[config.mk]
export PLATFORM = sky130hd
export DESIGN_NAME = control_unit_flat
export DESIGN_NICKNAME = d
export VERILOG_FILES = /design/src/rtl/control_unit_pkg.sv /design/src/rtl/control_unit_if.sv /design/src/rtl/control_unit_decode.sv /design/src/rtl/control_unit.sv /design/src/flat_wrapper.sv
export SDC_FILE = /design/constraint.sdc
export NUM_CORES = 1
export LEC_CHECK = 0
export ABC_CLOCK_PERIOD_IN_PS = 1600
export BUFFER_PORTS_ARGS = -buffer_cell sky130_fd_sc_hd__buf_2
export CORE_MARGIN = 2
export CORE_UTILIZATION = 43
export CTS_CLUSTER_DIAMETER = 200
export DETAILED_ROUTE_END_ITERATION = 7
export PLACE_DENSITY = 0.78
export SLEW_MARGIN = 0
export SYNTH_ARGS = -nofsm -noshare
export SYNTH_HDL_FRONTEND = slang
export SYNTH_SLANG_ARGS = --single-unit
[constraint.sdc]
create_clock -name CLK -period 1.6 [get_ports CLK]
set_input_delay 0.24 -clock CLK [delete_from_list [all_inputs] [get_ports CLK]]
set_output_delay 0.24 -clock CLK [all_outputs]
set_load 0.02 [all_outputs]
[src/rtl/control_unit_pkg.sv]
// Shared opcode, ALU-select and state encodings for the control unit slice.
package control_pkg;

    localparam int OP_WIDTH    = 2;
    localparam int INSTR_WIDTH = 8;
    localparam int IMM_WIDTH   = 5;

    typedef enum logic [2:0] {
        OPC_NOP  = 3'b000,
        OPC_LDI  = 3'b001,
        OPC_ADDI = 3'b010,
        OPC_INC  = 3'b011,
        OPC_JMP  = 3'b100,
        OPC_JZ   = 3'b101,
        OPC_RSVD = 3'b110,
        OPC_HALT = 3'b111
    } opcode_e;

    typedef enum logic [OP_WIDTH-1:0] {
        ALU_SUM   = 2'b00,
        ALU_PASS0 = 2'b01,
        ALU_INC0  = 2'b10,
        ALU_PASS1 = 2'b11
    } alu_op_e;

    typedef enum logic [1:0] {
        IDLE  = 2'b00,
        FETCH = 2'b01,
        EXEC  = 2'b10,
        HALT  = 2'b11
    } state_e;

    typedef struct packed {
        alu_op_e alu_op;
        logic    writes_acc;
        logic    is_jump;
        logic    is_cond;
        logic    is_halt;
    } decode_t;

endpackage

[src/rtl/control_unit_if.sv]
// Fetch handshake and ALU operand/result bundle between the sequencer and its neighbours.
interface control_unit_if import control_pkg::*; #(
    parameter int DATA_WIDTH = 8,
    parameter int ADDR_WIDTH = 8
);
    logic                   INSTR_REQ;
    logic [ADDR_WIDTH-1:0]  INSTR_ADDR;
    logic                   INSTR_VALID;
    logic [INSTR_WIDTH-1:0] INSTR_DATA;
    logic [OP_WIDTH-1:0]    ALU_OP;
    logic [DATA_WIDTH-1:0]  ALU_IN0;
    logic [DATA_WIDTH-1:0]  ALU_IN1;
    logic [DATA_WIDTH-1:0]  ALU_OUT;

    modport master (
        output INSTR_REQ, INSTR_ADDR, ALU_OP, ALU_IN0, ALU_IN1,
        input  INSTR_VALID, INSTR_DATA, ALU_OUT
    );

    modport slave (
        input  INSTR_REQ, INSTR_ADDR, ALU_OP, ALU_IN0, ALU_IN1,
        output INSTR_VALID, INSTR_DATA, ALU_OUT
    );
endinterface

[src/rtl/control_unit_decode.sv]
// Combinational opcode decode: ALU select plus the control flags the sequencer acts on.
module control_decode import control_pkg::*; (
    input  opcode_e opc_i,
    output decode_t dec_o
);

    always_comb begin
        dec_o.alu_op     = ALU_PASS0;
        dec_o.writes_acc = 1'b0;
        dec_o.is_jump    = 1'b0;
        dec_o.is_cond    = 1'b0;
        dec_o.is_halt    = 1'b0;
        case (opc_i)
            OPC_LDI: begin
                dec_o.alu_op     = ALU_PASS1;
                dec_o.writes_acc = 1'b1;
            end
            OPC_ADDI: begin
                dec_o.alu_op     = ALU_SUM;
                dec_o.writes_acc = 1'b1;
            end
            OPC_INC: begin
                dec_o.alu_op     = ALU_INC0;
                dec_o.writes_acc = 1'b1;
            end
            OPC_JMP: dec_o.is_jump = 1'b1;
            OPC_JZ: begin
                dec_o.is_jump = 1'b1;
                dec_o.is_cond = 1'b1;
            end
            OPC_HALT: dec_o.is_halt = 1'b1;
            default: ;
        endcase
    end

endmodule

[src/rtl/control_unit.sv]
// Instruction sequencer: fetches words from program memory and drives an external combinational ALU.
module control_unit import control_pkg::*; #(
    parameter int DATA_WIDTH = 8,
    parameter int ADDR_WIDTH = 8
) (
    input  logic                  CLK,
    input  logic                  RST_N,
    input  logic                  START,
    control_unit_if.master        bus,
    output logic [DATA_WIDTH-1:0] ACC,
    output logic                  ZERO,
    output logic                  HALTED
);

    state_e                 state_q;
    logic [ADDR_WIDTH-1:0]  pc_q;
    logic [ADDR_WIDTH-1:0]  pc_d;
    logic [INSTR_WIDTH-1:0] ir_q;
    logic [DATA_WIDTH-1:0]  acc_q;
    logic                   z_q;
    logic                   req_q;
    logic                   halted_q;

    decode_t                dec;
    logic [IMM_WIDTH-1:0]   imm;
    logic                   inExec;
    logic                   takeJump;

    control_decode u_decode (
        .opc_i (opcode_e'(ir_q[INSTR_WIDTH-1:IMM_WIDTH])),
        .dec_o (dec)
    );

    assign imm      = ir_q[IMM_WIDTH-1:0];
    assign inExec   = (state_q == EXEC);
    assign takeJump = dec.is_jump && (!dec.is_cond || z_q);

    // Program counter has its own incrementer so the ALU only ever sees accumulator work.
    always_comb begin
        pc_d = pc_q + ADDR_WIDTH'(1);
        if (dec.is_halt)
            pc_d = pc_q;
        else if (takeJump)
            pc_d = ADDR_WIDTH'(imm);
    end

    assign bus.INSTR_REQ  = req_q;
    assign bus.INSTR_ADDR = pc_q;
    assign bus.ALU_OP     = inExec ? dec.alu_op : ALU_PASS0;
    assign bus.ALU_IN0    = acc_q;
    assign bus.ALU_IN1    = inExec ? DATA_WIDTH'(imm) : '0;

    assign ACC    = acc_q;
    assign ZERO   = z_q;
    assign HALTED = halted_q;

    always_ff @(posedge CLK or negedge RST_N) begin
        if (!RST_N) begin
            state_q  <= IDLE;
            pc_q     <= '0;
            ir_q     <= '0;
            acc_q    <= '0;
            z_q      <= 1'b0;
            req_q    <= 1'b0;
            halted_q <= 1'b0;
        end else begin
            case (state_q)
                IDLE: begin
                    if (START) begin
                        state_q <= FETCH;
                        req_q   <= 1'b1;
                    end
                end
                FETCH: begin
                    if (bus.INSTR_VALID) begin
                        ir_q    <= bus.INSTR_DATA;
                        req_q   <= 1'b0;
                        state_q <= EXEC;
                    end
                end
                EXEC: begin
                    pc_q <= pc_d;
                    if (dec.writes_acc) begin
                        acc_q <= bus.ALU_OUT;
                        z_q   <= (bus.ALU_OUT == '0);
                    end
                    if (dec.is_halt) begin
                        state_q  <= HALT;
                        halted_q <= 1'b1;
                    end else begin
                        state_q <= FETCH;
                        req_q   <= 1'b1;
                    end
                end
                HALT: ;
                default: state_q <= IDLE;
            endcase
        end
    end

endmodule

[src/flat_wrapper.sv]
// flat-port wrapper written by rule: the top's interface ports become plain ports
module control_unit_flat import control_pkg::*;
#(
    parameter int DATA_WIDTH = 8,
    parameter int ADDR_WIDTH = 8
)
  (CLK, RST_N, START, ACC, ZERO, HALTED, bus_INSTR_REQ, bus_INSTR_ADDR, bus_ALU_OP, bus_ALU_IN0, bus_ALU_IN1, bus_INSTR_VALID, bus_INSTR_DATA, bus_ALU_OUT);
  control_unit_if #(.DATA_WIDTH(DATA_WIDTH), .ADDR_WIDTH(ADDR_WIDTH)) bus_i ();
  input  logic CLK;
  input  logic RST_N;
  input  logic START;
  output logic [DATA_WIDTH-1:0] ACC;
  output logic ZERO;
  output logic HALTED;
  output wire logic [$bits(bus_i.INSTR_REQ)-1:0] bus_INSTR_REQ;
  output wire logic [$bits(bus_i.INSTR_ADDR)-1:0] bus_INSTR_ADDR;
  output wire logic [$bits(bus_i.ALU_OP)-1:0] bus_ALU_OP;
  output wire logic [$bits(bus_i.ALU_IN0)-1:0] bus_ALU_IN0;
  output wire logic [$bits(bus_i.ALU_IN1)-1:0] bus_ALU_IN1;
  input wire logic [$bits(bus_i.INSTR_VALID)-1:0] bus_INSTR_VALID;
  input wire logic [$bits(bus_i.INSTR_DATA)-1:0] bus_INSTR_DATA;
  input wire logic [$bits(bus_i.ALU_OUT)-1:0] bus_ALU_OUT;
  assign bus_INSTR_REQ = bus_i.INSTR_REQ;
  assign bus_INSTR_ADDR = bus_i.INSTR_ADDR;
  assign bus_ALU_OP = bus_i.ALU_OP;
  assign bus_ALU_IN0 = bus_i.ALU_IN0;
  assign bus_ALU_IN1 = bus_i.ALU_IN1;
  assign bus_i.INSTR_VALID = bus_INSTR_VALID;
  assign bus_i.INSTR_DATA = bus_INSTR_DATA;
  assign bus_i.ALU_OUT = bus_ALU_OUT;
  control_unit #(.DATA_WIDTH(DATA_WIDTH), .ADDR_WIDTH(ADDR_WIDTH)) u_core (.CLK(CLK), .RST_N(RST_N), .START(START), .bus(bus_i), .ACC(ACC), .ZERO(ZERO), .HALTED(HALTED));
endmodule
# Word level (Yosys, flattened, before mapping)
# Cells that the tools add are included.
[op_classes] addsub=1 eq_ne=11 bitwise_logic=1 n_mux=15 n_reduce_logical=13
[op_table] operator="equality test 3 bit (second input constant)" n=3
[op_table] operator="one-hot mux 3 bit (3 select lines)" n=1
[op_table] operator="adder 8 x 1 -> 8 bit (second input constant)" n=1
[op_table] operator="logical NOT 8 bit" n=1
[op_table] operator="2-to-1 mux 2 bit" n=4
[op_table] operator="2-to-1 mux 8 bit" n=1
[op_table] operator="AND reduction 2 bit" n=4
[op_table] operator="equality test 3 x 2 -> 1 bit (second input constant)" n=2
[op_table] operator="2-to-1 mux 1 bit" n=6
[op_table] operator="inequality test 2 bit (second input constant)" n=3
[op_table] operator="one-hot mux 2 bit (3 select lines)" n=1
[op_table] operator="2-to-1 mux 5 bit" n=1
[op_table] operator="AND reduction 4 bit" n=1
[op_table] operator="equality test 3 x 1 -> 1 bit (second input constant)" n=1
[op_table] operator="one-hot mux 1 bit (3 select lines)" n=1
[op_table] operator="AND reduction 3 bit" n=1
[op_table] operator="nonzero test 3 bit" n=1
[op_table] operator="equality test 2 x 1 -> 1 bit (second input constant)" n=1
[op_table] operator="equality test 2 bit (second input constant)" n=1
[op_table] operator="logical NOT 2 bit" n=1
[op_table] operator="OR reduction 2 bit" n=1
[op_table] operator="logical AND 1 bit" n=1
[op_table] operator="logical NOT 1 bit" n=1
[op_table] operator="logical OR 1 bit" n=1
[op_table] operator="NOT 1 bit" n=1
[totals] register_bits=29 input_bits=20 elab_cells=48

# Depth between registers and ports, before layout
# Gate-level depths: netlist of run 1.
[depth] ltp_word=6 depth_mapped=7 mapped_depth_nobuf=6

# Hierarchy
# From an unflattened synthesis of run 1, not the netlist that was laid out.
[hier_totals] cells_unflattened=143 area_unflattened_um2=1550.2
[modules_own_cells] mod="control_unit" cells_per_inst=137 seq_area_each_um2=725.7 area_per_inst_um2=1505.2 n_inst=1
[modules_own_cells] mod="control_decode" cells_per_inst=6 seq_area_each_um2=0.0 area_per_inst_um2=45.0 n_inst=1

# Worst setup path after synthesis of run 1
# Ideal clock, no wire load.
[synth_path] path_type="flip-flop to flip-flop" startpoint="register u_core.state_q[0]" endpoint="register u_core.acc_q[2] (netlist: u_core.ACC[2])" setup_time_ns=0.125 setup_slack_ns=-0.068 arrival_time_ns=1.544 required_time_ns=1.475 path_stages_with_launch=7 cell_sequence="dfrtp_1 -> inv_1 -> ha_1 -> nor2b_1 -> o21a_1 -> buf_2 -> mux2_2"
[synth_between] elab_chain_len=2
[synth_lines] item="start: declaration" line="control_unit.sv:15" rtl="state_e state_q;"
[synth_lines] item="start signal: assignment" line="control_unit.sv:59" rtl="state_q <= IDLE;"
[synth_lines] item="start signal: assignment" line="control_unit.sv:70" rtl="state_q <= FETCH;"
[synth_lines] item="start signal: assignment" line="control_unit.sv:78" rtl="state_q <= EXEC;"
[synth_lines] item="equality test 2 bit" line="control_unit.sv:67" rtl="case (state_q)"
[synth_lines] item="AND reduction 2 bit (no line)"
[synth_lines] item="end signal: assignment" line="control_unit.sv:84" rtl="acc_q <= bus.ALU_OUT;"
[synth_lines] item="end: declaration" line="control_unit.sv:19" rtl="logic [DATA_WIDTH-1:0] acc_q;"
# Every way passes these cells.
# A chain may end at the register's enable or synchronous reset.

# Worst setup path after layout of run 1
[layout_path] startpoint="register u_core.state_q[1]" endpoint="output bus_ALU_IN1[4]"
[layout_between] elab_chain_len=2
[layout_lines] item="equality test 2 bit" line="control_unit.sv:35" rtl="assign inExec = (state_q == EXEC);"
[layout_lines] item="2-to-1 mux 5 bit" line="control_unit.sv:51" rtl="assign bus.ALU_IN1 = inExec ? DATA_WIDTH'(imm) : '0;"
[layout_lines] item="end: declaration" line="flat_wrapper.sv:19" rtl="output wire logic [$bits(bus_i.ALU_IN1)-1:0] bus_ALU_IN1;"
# Every way passes these cells.

==> results of run 1 <==
[final cells by class]
| cell class | instances | area (µm²) | area share, % |
|---|---|---|---|
| inverters | 9 | 33.8 | 1.73 |
| multi-input cells | 88 | 684 | 35.0 |
| well taps | 46 | 57.6 | 2.94 |
| repair buffers | 64 | 407 | 20.8 |
| clock buffers | 8 | 48.8 | 2.49 |
| flip-flops and latches | 29 | 726 | 37.1 |
[metal layers]
layer	up-vias	part of all wire (%)	global-route usage, %
met5	-	0	0
met4	0	1.2	7.50
met3	6	7.7	6.85
met2	48	50	29.7
met1	584	41	18.7
li1	588	-	-
[cell usage after synthesis (all sizes together) (3+ instances only)]
library cell,instances
nand2,10
or4,3
a21oi,5
inv,9
mux2i,4
ha,5
and2,7
dfrtp,29
buf,12
mux2,16
nand3,7
o21ai,7
[what timing repair did]
action | in CTS | in global routing
pin swaps | 1 | 0
cloned | 0 | 0
endpoints found under the hold margin | 29 | 0
hold buffers | 1 | 0
resized for setup | 12 | 13
setup buffers | 0 | 1
setup endpoints to repair | 15 | 10
[through the flow]
| stage | cells | setup WS [ns] | util [%] | hold slack [ns] |
|---|---|---|---|---|
| 4_1_cts | 243 | 0.00103 | 57.3 | 0.120 |
| 5_1_grt | 244 | -0.0565 | 58.6 | 0.120 |
| 2_1_floorplan | 140 | 0.00178 | - | -0.0556 |
| 3_3_place_gp | 234 | 0.0289 | 54.3 | 0.302 |
| 6_report | 244 | 0.0236 | 58.6 | 0.132 |
| 3_5_place_dp | 234 | -0.0206 | 54.3 | 0.304 |
[where the power goes]
group,internal [mW],switching [mW],total [mW]
clock network,0.175,0.252,0.426
registers,1.07,0.328,1.40
logic,0.817,1.01,1.83
[flip-flops by register name (all words and copies together), names as in the netlist]
register               cells
u_core.ACC                 8
u_core.HALTED              1
u_core.ZERO                1
u_core.bus.INSTR_ADDR      8
u_core.bus.INSTR_REQ       1
u_core.ir_q                8
u_core.state_q             2
[worst max-delay path: cells and delay by family (launching register included)]
kind | cells | cell delay, ns
flops | 1 | 0.42
simple gates | 1 | 0.15
buf+inv | 2 | 0.26
fa+ha+maj | 1 | 0.18
[cell families (layout without fill, tap and decap cells)]
| group | count (synthesis) | in the layout | share of synthesized area [%] |
|---|---|---|---|
| adder cells (fa/ha/maj) | 5 | 5 | 4.18 |
| AO/OA/AOI/OAI | 21 | 21 | 9.04 |
| multiplexers | 20 | 20 | 14.7 |
| AND/OR/NAND/NOR | 39 | 39 | 14.6 |
| buffers and inverters | 23 | 81 | 8.70 |
| flip-flops | 29 | 29 | 48.5 |
| other | 1 | 3 | 0.251 |
[path summary, 6_finish.rpt]
kind / from / end / slack (ns) / depth (start not counted)
max: u_core.state_q[1] / bus_ALU_IN1[4] / 0.02 / 4
min: bus_INSTR_DATA[4] / u_core.ir_q[4] / 0.13 / 2
max reg2reg: u_core.bus.INSTR_ADDR[0] / u_core.bus.INSTR_ADDR[6] / 0.09 / 5
min reg2reg: u_core.HALTED / u_core.HALTED / 0.47 / 1
max in group asynchronous: RST_N / u_core.HALTED / 0.69 / 2
min in group asynchronous: RST_N / u_core.bus.INSTR_ADDR[7] / 0.47 / 2
==> impl_summary.log, run 1 <==
[metrics] Max Clock Freq: 634 MHz
[metrics] via count of the first global-routing pass: 1219
[metrics] root buffer cell: clkbuf_4
[metrics] ys async rst share: 100%
[metrics] leading post-synthesis cells by cell area: dfrtp_1 49%, mux2_2 7.5%, buf_4 5.5%
[metrics] number of warning messages in the yosys log: 0
[metrics] Via Count: 1226
[metrics] highest net fanout along the worst path: 4
[metrics] data arrival time at the worst-slack endpoint: 1.34 ns
[metrics] share of final-layout standard cells stronger than drive strength 1: 44.4%
[metrics] vertical die dimension: 63.0 µm
[metrics] Post-Layout Inst Area: 0.00196 mm²
[metrics] leading cell types in the layout, fill and taps excluded: 46 x buf_2, 29 x dfrtp_1, 10 x mux2_2
[metrics] most instantiated flip-flop cell in the synthesis netlist: dfrtp_1
[metrics] deepest level of the CTS H-tree: 2
[metrics] buffer levels on the longest clock path: 2
[metrics] number of unique standard cell types used by synthesis: 34
[metrics] count of filler cells inserted in the layout: 327
[metrics] max-slew violation count: 0
[metrics] detailed-route DRC error count: 0
[metrics] Max Cap Violations: 0
[metrics] list of cells traversed by the critical path: ha_4, buf_4, and2_4, buf_6
[metrics] Post-Place Cell Area: 0.00181 mm²
[metrics] DRT Pass-1 Iters: 4
[metrics] setup tns final: 0 ns
[metrics] number of cells produced by synthesis: 138
[metrics] number of antenna diodes: 0
[metrics] GR Util All Layers: 17.3%
[metrics] power per cell area: 1870 mW/mm²
[metrics] area growth from synthesis to final layout: 30.9%
[metrics] count of boundary I/O pins: 57
[metrics] number of antenna-violating nets in the routed design: 0
[metrics] Tot Pwr: 3.65 mW
[metrics] gp weighted congestion: 0.761
[metrics] Die X-Extent: 63.0 µm
[metrics] routed len/inst: 13.0 µm
[metrics] static power due to leakage: 0.982 nW
[metrics] setup violators final: 0
[metrics] RSZ-0062 raised after global routing: true
[metrics] Max transition margin: 56.3%
[metrics] share of the synthesized area in the top cell type: 48.5%
[metrics] Starting DRT DRC Count: 42
[metrics] data required time of the worst path: 1.36 ns
[metrics] clock-pin transition on the worst setup and hold timing paths: 0.09 ns
[metrics] area of the core region: 0.00334 mm²
[metrics] crit start category: flip-flop
[metrics] CP max stage delay: 0.42 ns
[metrics] Die ar.: 0.00396 mm²
[metrics] post-detailed-route via-to-cell ratio: 5.02
[metrics] hold violation total from the final report: 0
[metrics] maximum VDD drop: 0.000844 V
[metrics] residual overflow from global routing: 0
[metrics] pin count of the biggest net entering global routing: 30
[metrics] worst min-delay path category: in -> reg
[metrics] starting density of the core: 44.8%
[metrics] Mean Syn Cell Area: 10.8 µm²
[metrics] Final Critical Period: 1.58 ns
[metrics] clock latency on the worst-skew pair: 0.33 ns
[metrics] share of the clock period used by the worst path: 98.5%
[metrics] Worst-Margin Slew: 0.656 ns
[metrics] input/output buffers: 53
[metrics] endpoint class of the critical path: output pin
[metrics] first-pass GRT wire length: 5290 µm
[metrics] share of the yosys chip area belonging to registers: 48.5%
[metrics] Detail Placement HPWL: 2330 µm
[metrics] WL final: 3170 µm
[metrics] cell area after synthesis: 0.00150 mm²
[metrics] initial antenna violation count: 0
[metrics] number of register bits inferred by synthesis: 29
[metrics] total clock buffers created by CTS: 5
[metrics] slowest cell on the critical path: dfrtp_1
[metrics] CTS tree: done
[metrics] run status: completed
[metrics] nets: 222
[metrics] most frequent standard cell in the layout excluding fill and tap cells: buf_2
[metrics] final worst clock skew: 0.0117 ns
[metrics] Sink Count: 29
[metrics] number of enable flip-flop cells after synthesis: 0
[metrics] Setup CP Type: reg -> out
[metrics] largest area contributor in the netlist: dfrtp_1
[metrics] row cnt: 21
No activity file was read; power rests on OpenSTA's default activity.
==> run 2, diff against run 1 <==
==> constraint.sdc (replaced) <==
create_clock -name CLK -period 1.6 [get_ports CLK]
set_input_delay 0.08 -clock CLK [delete_from_list [all_inputs] [get_ports CLK]]
set_output_delay 0.08 -clock CLK [all_outputs]
set_load 0.02 [all_outputs]
==> impl_summary.log, run 2 (same netlist as run 1, synthesis figures left out) <==
[metrics] post-CTS repair timing setup buffer count: 0 (unchanged)
[metrics] maximum VDD drop: 0.000956 V (was 0.000844 V)
[metrics] root buffer cell: clkbuf_4 (unchanged)
[metrics] highest net fanout along the worst path: 5 (was 4)
[metrics] list of cells traversed by the critical path: inv_2, ha_2, nor2b_4, o21a_4, clkbuf_16, mux2_1 (was ha_4, buf_4, and2_4, buf_6)
[metrics] Max Cap Violations: 0 (unchanged)
[metrics] detailed-route DRC error count: 0 (unchanged)
[metrics] share of final-layout standard cells stronger than drive strength 1: 39.0% (was 44.4%)
[metrics] routed len/inst: 13.6 µm (was 13.0 µm)
[metrics] first-pass GRT wire length: 5810 µm (was 5290 µm)
[metrics] gp weighted congestion: 0.761 (unchanged)
[metrics] data required time of the worst path: 1.82 ns (was 1.36 ns)
[metrics] GR Util All Layers: 19.0% (was 17.3%)
[metrics] WHS Endpoint: u_core.ACC[7] (was u_core.ir_q[4])
[metrics] startpoint of the lowest-slack register-to-register path: u_core.state_q[0] (was u_core.bus.INSTR_ADDR[0])
[metrics] total clock buffers created by CTS: 5 (unchanged)
[metrics] most frequent standard cell in the layout excluding fill and tap cells: buf_2 (unchanged)
[metrics] Crit path buffers/inverters: 2 (unchanged)
[metrics] count of boundary I/O pins: 57 (unchanged)
[metrics] clock latency on the worst-skew pair: 0.33 ns (about the same)
[metrics] number of antenna-violating nets in the routed design: 0 (unchanged)
[metrics] input/output buffers: 53 (unchanged)
[metrics] final worst clock skew: 0.00567 ns (was 0.0117 ns)
[metrics] endpoint class of the critical path: flip-flop (was output pin)
[metrics] final core utilization: 62.1% (was 58.6%)
[metrics] vertical die dimension: 63.0 µm (unchanged)
[metrics] slowest cell on the critical path: dfrtp_1 (unchanged)
[metrics] power per cell area: 1760 mW/mm² (was 1870 mW/mm²)
[metrics] Starting DRT DRC Count: 50 (was 42)
[metrics] area of the core region: 0.00334 mm² (unchanged)
[metrics] CTS tree: done (unchanged)
[metrics] clock-pin transition on the worst setup and hold timing paths: 0.08 ns (was 0.09 ns)
[metrics] flop2flop setup slack: 0.06 ns (was 0.09 ns)
[metrics] starting density of the core: 44.8% (unchanged)
[metrics] Max transition margin: 57.0% (was 56.3%)
[metrics] Setup CP Type: reg -> reg (was reg -> out)
[metrics] WL final: 3520 µm (was 3170 µm)
[metrics] Max Clock Freq: 651 MHz (was 634 MHz)
[metrics] critical path's top delay family: flip-flops (unchanged)
[metrics] setup tns final: 0 ns (unchanged)
[metrics] worst min-delay path category: in -> reg (unchanged)
[metrics] worst hold slack: 0.0163 ns (was 0.132 ns)
[metrics] number of antenna diodes: 0 (unchanged)
[metrics] pin count of the biggest net entering global routing: 30 (unchanged)
[metrics] static power due to leakage: 1.04 nW (was 0.982 nW)
[metrics] final worst setup slack: 0.0646 ns (was 0.0236 ns)
[metrics] hold violation total from the final report: 0 (unchanged)
[metrics] residual overflow from global routing: 0 (unchanged)
[metrics] max-slew violation count: 0 (unchanged)
[metrics] area growth from synthesis to final layout: 38.5% (was 30.9%)
[metrics] initial antenna violation count: 0 (unchanged)
[metrics] leading cell types in the layout, fill and taps excluded: 52 x buf_2, 29 x dfrtp_1, 16 x dlygate4sd3_1 (was 46 x buf_2, 29 x dfrtp_1, 10 x mux2_2)
[metrics] crit start category: flip-flop (unchanged)
[metrics] beginning of the worst hold path: bus_ALU_OUT[7] (was bus_INSTR_DATA[4])
[metrics] data arrival time at the worst-slack endpoint: 1.75 ns (was 1.34 ns)
[metrics] buffer levels on the longest clock path: 2 (unchanged)
[metrics] deepest level of the CTS H-tree: 2 (unchanged)
[metrics] Hold Path Stages: 2 (unchanged)
[metrics] row cnt: 21 (unchanged)
[metrics] DRT Pass-1 Iters: 4 (unchanged)
[metrics] Die X-Extent: 63.0 µm (unchanged)
[metrics] via count of the first global-routing pass: 1296 (was 1219)
[metrics] Worst-Margin Slew: 0.645 ns (was 0.656 ns)
[metrics] count of filler cells inserted in the layout: 307 (was 327)
[metrics] Sink Count: 29 (unchanged)
[metrics] share of the clock period used by the worst path: 96.0% (was 98.5%)
[metrics] run status: completed (unchanged)
[metrics] setup violators final: 0 (unchanged)
[metrics] post-detailed-route via-to-cell ratio: 4.92 (was 5.02)
[metrics] CP max stage delay: 0.40 ns (was 0.42 ns)
[metrics] worst r2r dst: u_core.ACC[1] (was u_core.bus.INSTR_ADDR[6])
[metrics] RSZ-0062 raised after global routing: false (was true)
[metrics] Detail Placement HPWL: 2330 µm (unchanged)
[metrics] worst-case setup slack after placement: -0.0206 ns (unchanged)
[metrics] nets: 237 (was 222)
[metrics] Final Critical Period: 1.54 ns (was 1.58 ns)
[metrics] Die ar.: 0.00396 mm² (unchanged)
[metrics] Via Count: 1275 (was 1226)
[metrics] number of cells traversed by the worst register-to-register path: 6 (was 5)
## run 2: changes by cell type in the layout (fill, tap and decap cells not counted), sizes merged
cell / change
buf: -1
clkbuf: +1
dlygate4sd3: +15
## run 2: worst max-delay path by stage
stage | from | endpoint | slack (ns) | cells past startpoint
2_1_floorplan | u_core.state_q[0] | u_core.ACC[2] | 0.002 | 6
3_3_place_gp | u_core.state_q[0] | u_core.ACC[7] | 0.03 | 6
3_5_place_dp | u_core.state_q[0] | u_core.ACC[7] | -0.02 | 6
4_1_cts | u_core.state_q[0] | u_core.ACC[7] | 0.01 | 6
6_report | u_core.state_q[0] | u_core.ACC[1] | 0.06 | 6
5_1_grt | u_core.state_q[0] | u_core.ACC[1] | 0.007 | 6
## run 2: routing by layer
| layer | share of wire (%) | GRT usage, % | wire [µm] |
|---|---|---|---|
| met4 | 1.2 | 8.06 | 44 |
| met2 | 54 | 33.5 | 1910 |
| met5 | 0 | 0 | 0 |
| met3 | 6.0 | 6.31 | 212 |
| met1 | 39 | 20.7 | 1360 |
## run 2: layout make-up
type | count | area [µm²] | area share [%]
well taps | 46 | 57.6 | 2.78
inverters | 9 | 33.8 | 1.63
clock buffers | 8 | 48.8 | 2.36
multi-input cells | 88 | 672 | 32.4
flip-flops and latches | 29 | 726 | 35.0
repair buffers | 79 | 533 | 25.7
## run 2: timing repair
| item | 4_1_cts | 5_1_grt |
|---|---|---|
| gates cloned | 0 | 1 |
| endpoints found under the hold margin | 44 | 0 |
| pin swaps | 0 | 0 |
| endpoints found under the setup margin | 9 | 13 |
| resized for setup | 1 | 7 |
| hold buffers | 16 | 0 |
## run 2: worst reg2reg max path, cell delays in order, from the launching register on
cell	delay (ns)
dfrtp_1	0.40
inv_2	0.06
ha_2	0.18
nor2b_4	0.16
o21a_4	0.16
clkbuf_16	0.14
mux2_1	0.32
## run 2: per-stage QoR
stage | instances | power [mW] | area (µm²)
after floorplan | 140 | 2.62 | 1510
after global placement | 234 | 3.10 | 1810
after detailed placement | 234 | 3.15 | 1810
after CTS | 258 | 3.62 | 2020
after global routing | 259 | 3.91 | 2070
final | 259 | 3.65 | 2070
## run 2: report_power, final
| part | switching, mW | internal, mW | total [mW] |
|---|---|---|---|
| combinational | 1.01 | 0.803 | 1.82 |
| clock | 0.250 | 0.175 | 0.425 |
| sequential | 0.337 | 1.07 | 1.41 |
| total | 1.60 | 2.05 | 3.65 |
